`config.mk`:
```
export PLATFORM = sky130hd
export DESIGN_NAME = seq_mult_param
export DESIGN_NICKNAME = d
export VERILOG_FILES = /design/src/rtl/seq_mult_param.sv
export SDC_FILE = /design/constraint.sdc
export NUM_CORES = 1
export LEC_CHECK = 0
export BUFFER_PORTS_ARGS = -buffer_cell sky130_fd_sc_hd__buf_2
export CAP_MARGIN = 20
export CORE_MARGIN = 8
export CORE_UTILIZATION = 60
export DETAILED_ROUTE_END_ITERATION = 6
export GPL_TIMING_DRIVEN = 0
export PLACE_DENSITY = 0.81
export SLEW_MARGIN = 40
export SYNTH_ARGS = -nofsm -noshare
export SYNTH_HDL_FRONTEND = slang
export SYNTH_SLANG_ARGS = --single-unit
```
`constraint.sdc`:
```
create_clock -name clk -period 7.91 [get_ports clk]
set_input_delay 1.582 -clock clk [delete_from_list [all_inputs] [get_ports clk]]
set_output_delay 1.582 -clock clk [all_outputs]
set_load 0.01 [all_outputs]
```
`src/rtl/seq_mult_param.sv`:
```
// rtl/seq_mult_param.sv - parametrised sequential shift-add multiplier, signed/unsigned per operation
module seq_mult_param #(
   parameter int WIDTH = 8
) (
   input  logic               clk,
   input  logic               rst,
   input  logic               start,
   input  logic               signed_mode,
   input  logic [WIDTH-1:0]   a,
   input  logic [WIDTH-1:0]   b,
   output logic [2*WIDTH-1:0] p,
   output logic               busy,
   output logic               done
);

   localparam int CW = $clog2(WIDTH + 1);

   typedef enum logic [1:0] {IDLE, RUN, FIX} state_t;

   state_t             state, state_nxt;
   logic [WIDTH-1:0]   mcand;
   logic [WIDTH-1:0]   mplier;
   logic [2*WIDTH-1:0] acc;
   logic [CW-1:0]      cnt;
   logic               neg;
   logic [WIDTH-1:0]   a_mag;
   logic [WIDTH-1:0]   b_mag;
   logic [2*WIDTH-1:0] addend;

   // Operand magnitudes; -2^(WIDTH-1) negates to itself, which reads correctly as unsigned
   always_comb begin
      a_mag  = (signed_mode && a[WIDTH-1]) ? -a : a;
      b_mag  = (signed_mode && b[WIDTH-1]) ? -b : b;
      addend = {{WIDTH{1'b0}}, mcand} << cnt;
   end

   // State register
   always_ff @(posedge clk or posedge rst) begin
      if (rst) state <= IDLE;
      else     state <= state_nxt;
   end

   // Next-state decode; busy is a pure decode of RUN/FIX
   always_comb begin
      state_nxt = state;
      busy      = 1'b0;
      case (state)
         IDLE: if (start) state_nxt = RUN;
         RUN: begin
            busy = 1'b1;
            if (cnt == CW'(WIDTH - 1)) state_nxt = FIX;
         end
         FIX: begin
            busy      = 1'b1;
            state_nxt = IDLE;
         end
         default: state_nxt = IDLE;
      endcase
   end

   // Datapath: latch operands on accept, one add/shift per RUN edge, sign fix and publish on FIX
   always_ff @(posedge clk or posedge rst) begin
      if (rst) begin
         mcand  <= '0;
         mplier <= '0;
         acc    <= '0;
         cnt    <= '0;
         neg    <= 1'b0;
         p      <= '0;
         done   <= 1'b0;
      end else begin
         done <= 1'b0;
         case (state)
            IDLE: begin
               if (start) begin
                  mcand  <= a_mag;
                  mplier <= b_mag;
                  neg    <= signed_mode & (a[WIDTH-1] ^ b[WIDTH-1]);
                  acc    <= '0;
                  cnt    <= '0;
               end
            end
            RUN: begin
               if (mplier[0]) acc <= acc + addend;
               mplier <= mplier >> 1;
               cnt    <= cnt + CW'(1);
            end
            FIX: begin
               p    <= neg ? -acc : acc;
               done <= 1'b1;
            end
            default: ;
         endcase
      end
   end

endmodule

```
Word-level counts from Yosys, hierarchy flattened
Cells that the tools add are included.
Widths: inputs -> output; s select.
{ "word_totals": {"input_bits": 20, "elab_cells": 46, "register_bits": 56, "output_inout_bits": 18} }
{ "classes": {"mux": 15, "reduce_logical": 9, "n_eq_ne": 6, "bitwise": 2, "n_shift": 1, "n_addsub": 5} }
{ "op_table": {"columns": ["operator", "count"], "rows": [
  ["$mux 16", 3],
  ["$pmux 16 s2", 1],
  ["$mux 8", 3],
  ["$add 16x16->16", 1],
  ["$neg 16->16", 1],
  ["$neg 8->8", 2],
  ["$pmux 8 s2", 1],
  ["$shl 8x4->16", 1],
  ["$pmux 4 s2", 1],
  ["$ne 2x2->1 const B", 3],
  ["$reduce_and 2->1", 3],
  ["$add 4x1->4 const B", 1],
  ["$eq 4x3->1 const B", 1],
  ["$mux 2", 2],
  ["$mux 4", 1],
  ["$pmux 2 s2", 1],
  ["$reduce_and 3->1", 1],
  ["$eq 2x1->1 const B", 1],
  ["$eq 2x2->1 const B", 1],
  ["$logic_and 1x1->1", 2],
  ["$logic_not 2->1", 1],
  ["$mux 1", 2],
  ["$reduce_bool 2->1", 1],
  ["$reduce_or 2->1", 1],
  ["other kinds (2)", 2]
]} }

Longest topological paths before layout
Gate-level depths: netlist of the first run.
{ "logic_depth": {"word_depth": 4, "depth_mapped": 16, "mapped_depth_nobuf": 15} }

Worst setup path before layout of the first run
No wires, ideal clock.
{ "synth_path": {"path_type": "reg-to-reg", "start": "register cnt[0]", "end": "register acc[14]", "path_slack_ns": 4.783, "setup_ns": 0.121, "arrival_ns": 3.006, "required_ns": 7.789, "stages_incl_launch_ff": 16, "synth_period_minus_slack_ns": 3.127, "path_buffers": 1, "cell_sequence": "dfrtp_1 > buf_2 > mux2_2 > nor2_1 > a21oi_1 > nand2_1 > o21ai_0 > and2_1 > ha_1 > or2_1 > a21oi_1 > a31oi_1 > a311o_1 > a31o_1 > xor2_1 > a22o_1"} }
{ "synth_via": {"elab_chain_len": 4} }
{ "synth_rtl": {"columns": ["element", "line", "text"], "rows": [
  ["start, declared", "24", "logic [CW-1:0] cnt;"],
  ["start signal, assigned", "86", "cnt <= cnt + CW'(1);"],
  ["$shl 8x4->16", "34", "addend = {{WIDTH{1'b0}}, mcand} << cnt;"],
  ["$add 16x16->16", "84", "if (mplier[0]) acc <= acc + addend;"],
  ["$mux 16", "84", null],
  ["$pmux 16 s2", "73", "case (state)"],
  ["end signal, assigned", "84", null],
  ["end, declared", "23", "logic [2*WIDTH-1:0] acc;"]
]} }
Every way passes these cells. The select of a mux whose other input is x is not followed.
A chain may end at the register's enable or synchronous reset.

Worst setup path after layout of the first run
{ "layout_path": {"start": "register cnt[0]", "end": "register acc[15]"} }
The elaborated chain is that of the path after synthesis.

==> flow_summary_export.csv, run 1 <==
group,metric,value,unit
logic_synthesis,yosysWarningCount,0,
worst_setup_path,critPathTopFamily,"compound AO/OA/AOI/OAI gates",
worst_setup_path,crit_path_frequent_cell,"mux2i_1",
placement,gp_congestion,0.9012,
drt,vias,3227,
layout,drive_gt1_share,13.09,%
logic_synthesis,syn_inst,444,
worst_setup_path,reg2regPathDepth,15,
clock_tree,hold_buffers,0,
worst_setup_path,required,8140,ps
worst_setup_path,reg2reg_from,"cnt[0]",
worst_hold_path,min_from,"mplier[1]",
layout,layout_commonest_cell,"nand2_1",
run,cap_violations,0,
status,status,"completed",
timing,min_period,3664,ps
placement,numPortBuffers,36,
drt,drc,0,
floorplanning,dieArea,9185,um^2
timing,fin_crit_sh,46.33,%
layout,mostFrequentLayoutCells,"nand2_1, dfrtp_1, a21oi_1, o21ai_0, buf_2",
worst_setup_path,crit_path_start_kind,"register",
clock_tree,cts_resized,0,
timing,tightest_slew,640.8,ps
logic_synthesis,avgSynthCellArea,8.615,um^2
placement,hpwl,6627,um
clock_tree,post_cts_buffers,0,
worst_setup_path,crit_buf_inv,1,
drt,drtIter0Drc,124,
worst_setup_path,critPathMaxFanout,10,
drt,wl_met1,3552,um
global_route,grt_usage,19.36,%
timing,skew,6.110,ps
logic_synthesis,netlist_area,3825,um^2
floorplanning,rows,29,
drt,totalWireLength,8326,um
logic_synthesis,ys_seq_elements,56,
floorplanning,start_util,61.29,%
worst_setup_path,slowest_stage,"dfrtp_1",
global_route,grt_max_degree,35,
global_route,first_global_vias,3287,
drt,detail-route-antenna-nets,0,
pwr,p_leak,0.001982,uW
logic_synthesis,ys.flop_type,"dfrtp_1",
floorplanning,coreArea,6241,um^2
timing,slew_headroom,57.12,%
timing,hold_viol,0,
logic_synthesis,synth.distinct_cells,50,
timing,drv_slew,0,
pwr,powerDensity,390.4,nW/um^2
global_route,grt_pass1_wl,14420,um
logic_synthesis,yosysSeqAreaShare,36.64,%
worst_setup_path,cp.arrival,3900,ps
timing,final-setup-viol-count,0,
logic_synthesis,synth.net_count,487,
logic_synthesis,synth_edf_count,0,
clock_tree,cts_buffer_depth,2,
worst_setup_path,critical_path.endpoint_type,"register",
floorplanning,ios,38,
layout,antenna_cells,0,
timing,rsz0062_at_grt,"no",
worst_setup_path,r2r_end,"acc[15]",
clock_tree,clk_pin_slew,100,ps
clock_tree,cts_tree,"done",
logic_synthesis,ys_async_sr_fraction,100.0,%
timing,max_clock_freq,0.2729,GHz
worst_hold_path,worstHoldPathType,"register to register",
global_route,antenna_found_initial,0,
worst_setup_path,r2r_setup_slack,4250,ps
clock_tree,cts-buffers-inserted,5,
drt,wire_per_inst,14.71,um
drt,wl_met3,366,um
floorplanning,die_w,95.84,um
drt,vias_per_cell,5.701,
clock_tree,h-tree-depth,2,
worst_setup_path,critPathKind,"register to register",
clock_tree,clock-sinks,56,
pwr,ir_worst_vdd,0.2050,mV
drt,routed.top_layer,"met4",
drt,first_pass_iters,4,
layout,final_nets,531,
worst_setup_path,crit_path_max_incr_delay,480,ps
layout,area_growth,10.27,%
global_route,grt_overflow,0,
drt,met2_wirelength,4295,um
worst_hold_path,min_path_cells,2,
worst_hold_path,hold_end,"mplier[1]",
timing,setup-tns-final,0,ps
pwr,total_power,1647,uW
clock_tree,ctsRootBufferMaster,"clkbuf_8",
floorplanning,die_y,95.84,um
clock_tree,clock_latency,310,ps
worst_setup_path,crit_chain,"buf_2 -> mux2i_1 -> mux2i_1 -> nand2_1 -> o21ai_0 -> and2_1 -> ha_1 -> o211ai_1 -> o21ai_1 -> o311ai_4 -> a211oi_1 -> o31ai_2 -> xnor2_1 -> a21oi_1 -> o22ai_1",
[cells by family (layout without fill, tap and decap cells)]
group | after synthesis | in the layout | synth area share, %
and+or+nand+nor | 147 | 147 | 17.96
AOI/OAI and AO/OA | 128 | 128 | 21.10
DFF | 56 | 56 | 36.64
buffers and inverters | 37 | 82 | 3.663
xor gates and xnor gates | 35 | 35 | 8.015
adders and majority gates | 23 | 23 | 7.720
muxes | 18 | 18 | 4.907
[layer usage]
metal	up-vias	track usage, %
met5	-	0
met4	0	7.170
met3	11	3.042
met2	71	35.77
met1	1489	21.83
li1	1656	-
[sequential cells by signal (all words and copies together), names as in the netlist]
signal  count
neg         1
cnt         4
done        1
state       2
mcand       8
acc        16
p          16
mplier      8
[synthesized netlist by cell type (2+ instances only)]
library cell | number | area (um^2)
a211oi_1 | 2 | 15.01
a21o_1 | 4 | 30.03
a21oi_1 | 42 | 210.2
a22o_1 | 7 | 61.31
a31oi_1 | 5 | 31.28
a32o_1 | 3 | 30.03
and2_1 | 5 | 31.28
buf_1 | 4 | 15.01
clkbuf_1 | 11 | 41.29
dfrtp_1 | 56 | 1401
ha_1 | 22 | 275.3
inv_1 | 20 | 75.07
mux2_2 | 6 | 67.56
mux2i_1 | 12 | 120.1
nand2_1 | 60 | 225.2
nand2b_1 | 4 | 25.02
nand3_1 | 9 | 45.04
nor2_1 | 36 | 135.1
nor2b_1 | 3 | 18.77
nor3_1 | 10 | 50.05
nor3b_1 | 2 | 15.01
o21ai_0 | 41 | 205.2
o21ai_1 | 5 | 25.02
o22ai_1 | 4 | 25.02
o31ai_1 | 4 | 30.03
o41ai_2 | 2 | 32.53
or2_1 | 2 | 12.51
or3_1 | 7 | 43.79
or4_4 | 2 | 22.52
xnor2_1 | 14 | 122.6
xor2_1 | 21 | 183.9
[how the worst max path moves through the flow]
stage	from	end	slack, ps	depth (start not counted)
2_1_floorplan	cnt[0]	acc[14]	4780	15
3_3_place_gp	rst	mcand[0]	4330	2
3_5_place_dp	cnt[0]	acc[15]	4280	15
4_1_cts	cnt[0]	acc[15]	4230	15
5_1_grt	cnt[0]	acc[15]	3970	15
6_report	cnt[0]	acc[15]	4250	15
[where the power goes]
part           internal, uW  switching, uW
Clock                  71.5           94.5
Combinational           407            576
Sequential              393            104
[metrics by stage]
stage               worst slack (ps)  instance area [um^2]  hold slack [ps]  std cells  util [%]
floorplan                       4783                  3825            449.6        444         -
global placement                4330                  4101            467.4        557     65.72
detailed placement              4283                  4124            474.8        558     66.08
CTS                             4231                  4218            497.9        566     67.58
global route                    3972                  4218            528.7        566     67.58
finish                          4246                  4218            496.1        566     67.58
[tightest hold or removal path, cell delays in order, from the launching register on]
cell and delay, ps:
dfrtp_1 360, nand2_1 50, o21ai_0 60
[cell type report]
| type | instances | area [um^2] |
|---|---|---|
| clock buffers | 7 | 86.33 |
| fillers | 543 | 2023 |
| clock inverters | 1 | 7.507 |
| multi-input cells | 351 | 2283 |
| inverters | 21 | 81.33 |
| well taps | 77 | 96.34 |
| flip-flops and latches | 56 | 1401 |
| repair buffers | 37 | 200.2 |
| plain buffers | 16 | 61.31 |
Power figures use the tool's default switching activity.
==> run 2: changes to the inputs <==
- CORE_UTILIZATION: 60 -> 54
- PLACE_DENSITY: 0.81 -> 0.77
- clock period: 7.91 -> 3 ns (I/O delays scaled with it)
==> run 2 against run 1 <==
Compared with the run above:
- the flow now finishes with violations (setup timing)
- fmax rose by 21%
- core utilization rose by 0.15 points
- via count rose by 3.7%
- die area rose by 9.2%
- critical path type unchanged
- critical endpoint unchanged
- largest cell class unchanged
==> flow_summary_export.csv, run 2 (synthesis gave the netlist of run 1 again) <==
group,metric,value,unit
placement,gp_congestion,0.9379,
floorplanning,start_util,55.99,%
layout,fillCellCount,563,
placement,placed_cell_area,4178,um^2
layout,stdcell_count,605,
floorplanning,coreArea,6832,um^2
timing,setup-tns-final,-58.38,ps
drt,first_pass_iters,4,
pwr,powerDensity,1090,nW/um^2
worst_setup_path,cp.arrival,3270,ps
timing,max_clock_freq,0.3292,GHz
clock_tree,cts_tree,"done",
worst_setup_path,r2r_setup_slack,-40,ps
clock_tree,h-tree-depth,2,
global_route,grt_usage,17.81,%
clock_tree,clk_pin_slew,100,ps
floorplanning,die_w,100.2,um
clock_tree,clock_latency,310,ps
run,cap_violations,0,
timing,rsz0062_at_grt,"yes",
drt,drtIter0Drc,128,
worst_setup_path,cp-startpoint,"cnt[0]",
timing,final-setup-viol-count,3,
timing,drv_slew,0,
placement,dp_cells,577,
clock_tree,clock-sinks,56,
drt,detail-route-antenna-nets,0,
layout,antenna_cells,0,
clock_tree,ctsRootBufferMaster,"clkbuf_8",
timing,min_period,3038,ps
global_route,grt_max_degree,33,
drt,wire_per_inst,14.67,um
worst_setup_path,cp-endpoint,"acc[15]",
layout,mostFrequentLayoutCells,"nand2_1, dfrtp_1, a21oi_1, buf_2, o21ai_0",
clock_tree,cts-buffers-inserted,5,
drt,vias_per_cell,5.532,
drt,totalWireLength,8875,um
layout,multiInputGateArea,2489,um^2
timing,tightest_slew,718.4,ps
global_route,first_global_vias,3276,
worst_setup_path,critPathKind,"register to register",
worst_setup_path,required,3230,ps
timing,layout_setup_ws,-37.67,ps
worst_setup_path,crit_path_start_kind,"register",
status,status,"finished with violations",
worst_setup_path,r2r_end,"acc[15]",
layout,final_nets,552,
timing,whs,254.4,ps
global_route,grt_pass1_wl,14660,um
global_route,grt_overflow,0,
worst_setup_path,critical_path.endpoint_type,"register",
worst_hold_path,worstHoldPathType,"primary input to asynchronous set/reset pin",
clock_tree,hold_buffers,0,
layout,layout_commonest_cell,"nand2_1",
pwr,ir_worst_vdd,0.3922,mV
pwr,p_leak,0.002133,uW
worst_setup_path,reg2reg_from,"cnt[0]",
floorplanning,die_y,100.2,um
timing,skew,8.354,ps
status,violations,"setup timing",
floorplanning,rows,30,
layout,register_area,1404,um^2
drt,vias,3347,
layout,area_growth,20.97,%
timing,hold_viol,0,
floorplanning,dieArea,10030,um^2
drt,drc,0,
global_route,antenna_found_initial,0,
pwr,total_power,5043,uW
placement,numPortBuffers,36,
timing,slew_headroom,51.93,%
floorplanning,ios,38,
layout,drive_gt1_share,24.75,%
layout,finalInstanceArea,4627,um^2
worst_setup_path,critPathMaxFanout,4,
clock_tree,cts_buffer_depth,2,
placement,hpwl,6507,um
worst_setup_path,reg2regPathDepth,14,
timing,fin_crit_sh,101.3,%
layout,reg.largest.list,"acc: 16 flops, p: 16 flops",
run 2: changes by cell type in the layout (fill, tap and decap cells not counted), sizes merged:
cell,before,now
clkinvlp,1,2
clkbuf,18,14
buf,42,65
run 2: repair_timing:
item,CTS,global route
pin swaps,19,23
buffers inserted,14,8
setup endpoints to repair,7,7
endpoints found under the hold margin,0,0
gates resized for setup,28,27
run 2: per-layer routing:
layer	share of wire (%)	GRT usage (%)
met5	0	0
met4	1.2	6.860
met3	3.0	2.422
met2	52	31.85
met1	44	21.00
run 2: stage by stage:
stage	worst slack, ps	utilization, %
after floorplan	17.68	-
after global placement	-422.9	60.82
after detailed placement	-535.6	61.15
after CTS	1.460	65.40
after global routing	-195.4	67.73
final	-37.67	67.73
run 2: power by group:
part | switching, uW | internal (uW) | leakage (uW) | total (uW)
combinational | 1750 | 1540 | 0.00135 | 3290
clock | 241 | 159 | 0.0000400 | 399
sequential | 316 | 1040 | 0.000740 | 1350
run 2: worst min path at each step:
stage,cells after the start,to,startpoint
after floorplan,2,mplier[1],mplier[1]
after CTS,2,state[1],rst
after global placement,2,mplier[2],mplier[2]
final,2,cnt[2],rst
after detailed placement,2,mplier[1],mplier[1]
after global routing,2,mplier[1],rst
run 2: final cells by class:
| cell class | count | share of cell area, % |
|---|---|---|
| Inverter | 21 | 1.839 |
| Tap cell | 96 | 2.596 |
| Multi-Input combinational cell | 351 | 53.79 |
| Clock inverter | 2 | 0.2704 |
| Buffer | 15 | 1.541 |
| Clock buffer | 5 | 1.487 |
| Timing Repair Buffer | 59 | 8.140 |
| Sequential cell | 56 | 30.34 |
run 2: critical path, stage by stage, from the launching register on:
cell and delay [ps]:
dfrtp_2 440, buf_6 140, mux2i_4 190, nor2_2 120
nand3_1 180, inv_1 100, ha_1 250, a211oi_2 290
o21ai_2 130, o311ai_4 250, a211oi_2 140, o31ai_2 290
xnor2_1 190, a21oi_1 100, o22ai_1 150
==> run 3: changes to the inputs <==
- CORE_ASPECT_RATIO: unset -> 1.75
==> run 3 against run 2 <==
Compared with the run above:
- the flow still finishes with violations (setup timing)
- fmax decreased by 0.88%
- clock skew decreased by 1.8 ps
- global-route usage increased by 1.9 points
- worst hold slack improved by 2.0 ps
- sequential cell count unchanged
- via count increased by 5.0%
==> flow_summary_export.csv, run 3 (synthesis gave the netlist of run 1 again) <==
group,metric,value,unit
status,status,"finished with violations",
status,violations,"setup timing",
placement,gp_congestion,0.9196,
worst_setup_path,critPathMaxFanout,7,
clock_tree,cts_buffer_depth,2,
worst_setup_path,reg2regPathDepth,14,
placement,hpwl,7106,um
drt,first_pass_iters,4,
clock_tree,clock-sinks,56,
timing,min_period,3065,ps
drt,vias_per_cell,5.898,
timing,drv_slew,0,
worst_setup_path,required,3190,ps
pwr,powerDensity,1128,nW/um^2
drt,wire_per_inst,16.43,um
timing,skew,6.574,ps
floorplanning,coreArea,6857,um^2
layout,multiInputGateArea,2499,um^2
layout,layout_commonest_cell,"nand2_1",
global_route,grt_usage,19.68,%
clock_tree,clock_latency,300,ps
floorplanning,dieArea,10140,um^2
drt,vias,3515,
drt,drtIter0Drc,300,
worst_setup_path,crit_path_start_kind,"register",
timing,layout_setup_ws,-64.79,ps
global_route,grt_overflow,0,
drt,totalWireLength,9794,um
worst_setup_path,r2r_end,"acc[14]",
global_route,antenna_found_initial,0,
clock_tree,cts_tree,"done",
timing,rsz0062_at_grt,"yes",
worst_setup_path,crit_chain,"buf_8 -> mux2i_2 -> nor2_1 -> a21oi_2 -> nor3_2 -> ha_1 -> nor2b_1 -> o21ai_1 -> a21o_1 -> a31oi_4 -> a311o_1 -> a31o_1 -> xor2_1 -> a22o_1",
layout,mostFrequentLayoutCells,"nand2_1, dfrtp_1, o21ai_0, buf_2",
layout,final_nets,554,
layout,register_area,1404,um^2
placement,numPortBuffers,36,
pwr,ir_worst_vdd,0.5051,mV
timing,max_clock_freq,0.3263,GHz
worst_setup_path,r2r_setup_slack,-60,ps
global_route,grt_pass1_wl,16150,um
timing,final-setup-viol-count,3,
pwr,total_power,5301,uW
clock_tree,ctsRootBufferMaster,"clkbuf_16",
floorplanning,die_y,127.3,um
layout,area_growth,22.90,%
worst_setup_path,critical_path.endpoint_type,"register",
floorplanning,rows,40,
layout,drive_gt1_share,25.20,%
timing,fin_crit_sh,102.2,%
timing,slew_headroom,58.14,%
layout,antenna_cells,0,
pwr,p_leak,0.002166,uW
clock_tree,h-tree-depth,2,
layout,reg.largest.list,"acc: 16 flops, p: 16 flops",
clock_tree,hold_buffers,0,
clock_tree,clk_pin_slew,70,ps
floorplanning,die_w,79.62,um
clock_tree,cts-buffers-inserted,5,
layout,finalInstanceArea,4701,um^2
worst_hold_path,worstHoldPathType,"primary input to asynchronous set/reset pin",
timing,tightest_slew,627.9,ps
timing,setup-tns-final,-102.5,ps
drt,drc,0,
layout,fillCellCount,524,
worst_setup_path,slowest_stage,"dfrtp_2",
global_route,first_global_vias,3563,
worst_setup_path,reg2reg_from,"cnt[0]",
drt,detail-route-antenna-nets,0,
worst_setup_path,crit_path_max_incr_delay,420,ps
worst_setup_path,cp.arrival,3260,ps
floorplanning,start_util,55.78,%
global_route,grt_max_degree,34,
timing,hold_viol,0,
worst_setup_path,critPathKind,"register to register",
floorplanning,ios,38,
placement,placed_cell_area,4163,um^2
run,cap_violations,0,
-- run 3: cell types whose count changed in the layout (fill, tap and decap cells not counted), moves of 3 or more --
cell	before	now
mux2_2	3	6
mux2_4	3	0
a21oi_2	4	7
a21oi_1	38	35
clkbuf_8	5	1
clkbuf_16	0	5
buf_4	19	22
-- run 3: how the worst max path moves through the flow --
| stage | startpoint | end | slack, ps | cells past startpoint |
|---|---|---|---|---|
| 6_report | cnt[0] | acc[14] | -60 | 14 |
| 5_1_grt | cnt[0] | acc[14] | -160 | 15 |
| 3_3_place_gp | cnt[0] | acc[15] | -470 | 15 |
| 3_5_place_dp | cnt[0] | acc[15] | -530 | 15 |
| 4_1_cts | cnt[0] | acc[15] | -30 | 15 |
| 2_1_floorplan | cnt[0] | acc[14] | 20 | 15 |
-- run 3: final cells by class --
class	count	area share (%)
well taps	84	2.236
multi-input cells	351	53.15
plain buffers	15	1.570
clock buffers	7	3.034
flip-flops and latches	56	29.86
repair buffers	61	8.251
inverters	21	1.730
clock inverters	1	0.1597
-- run 3: critical path: cells and delay by family, from the launching register on --
family	cells	cell delay, ps
adder cells (fa/ha/maj)	1	330
flip-flops	1	420
buffers and inverters	1	150
multiplexers	1	190
XOR/XNOR	1	140
AO/OA/AOI/OAI	7	1440
AND/OR/NAND/NOR	3	290
-- run 3: what timing repair did --
item                                   in CTS  in global routing
setup endpoints to repair                   7                  7
buffers inserted                           15                  9
endpoints found under the hold margin       0                  0
resized for setup                          22                 32
pin swaps                                  18                 20
-- run 3: stage by stage --
step	worst slack (ps)	std cells	util (%)	hold WS (ps)
after floorplan	17.68	444	-	449.6
after global placement	-472.8	564	60.38	468.9
after detailed placement	-525.1	565	60.71	475.3
after CTS	-29.59	587	65.71	264.5
after global routing	-162.6	596	68.56	287.8
final	-64.79	596	68.56	256.5
-- run 3: layer usage --
layer,vias to the layer above,GRT usage [%],routed length (um)
met5,-,0,0
li1,1694,-,-
met4,0,9.660,364
met1,1686,18.78,3428
met2,108,37.90,5580
met3,27,3.511,420
-- run 3: where the power goes --
| part | leakage [uW] | total [uW] | switching (uW) | internal [uW] |
|---|---|---|---|---|
| registers | 0.000740 | 1330 | 293 | 1040 |
| clock network | 0.0000701 | 602 | 269 | 333 |
| logic | 0.00136 | 3360 | 1850 | 1510 |
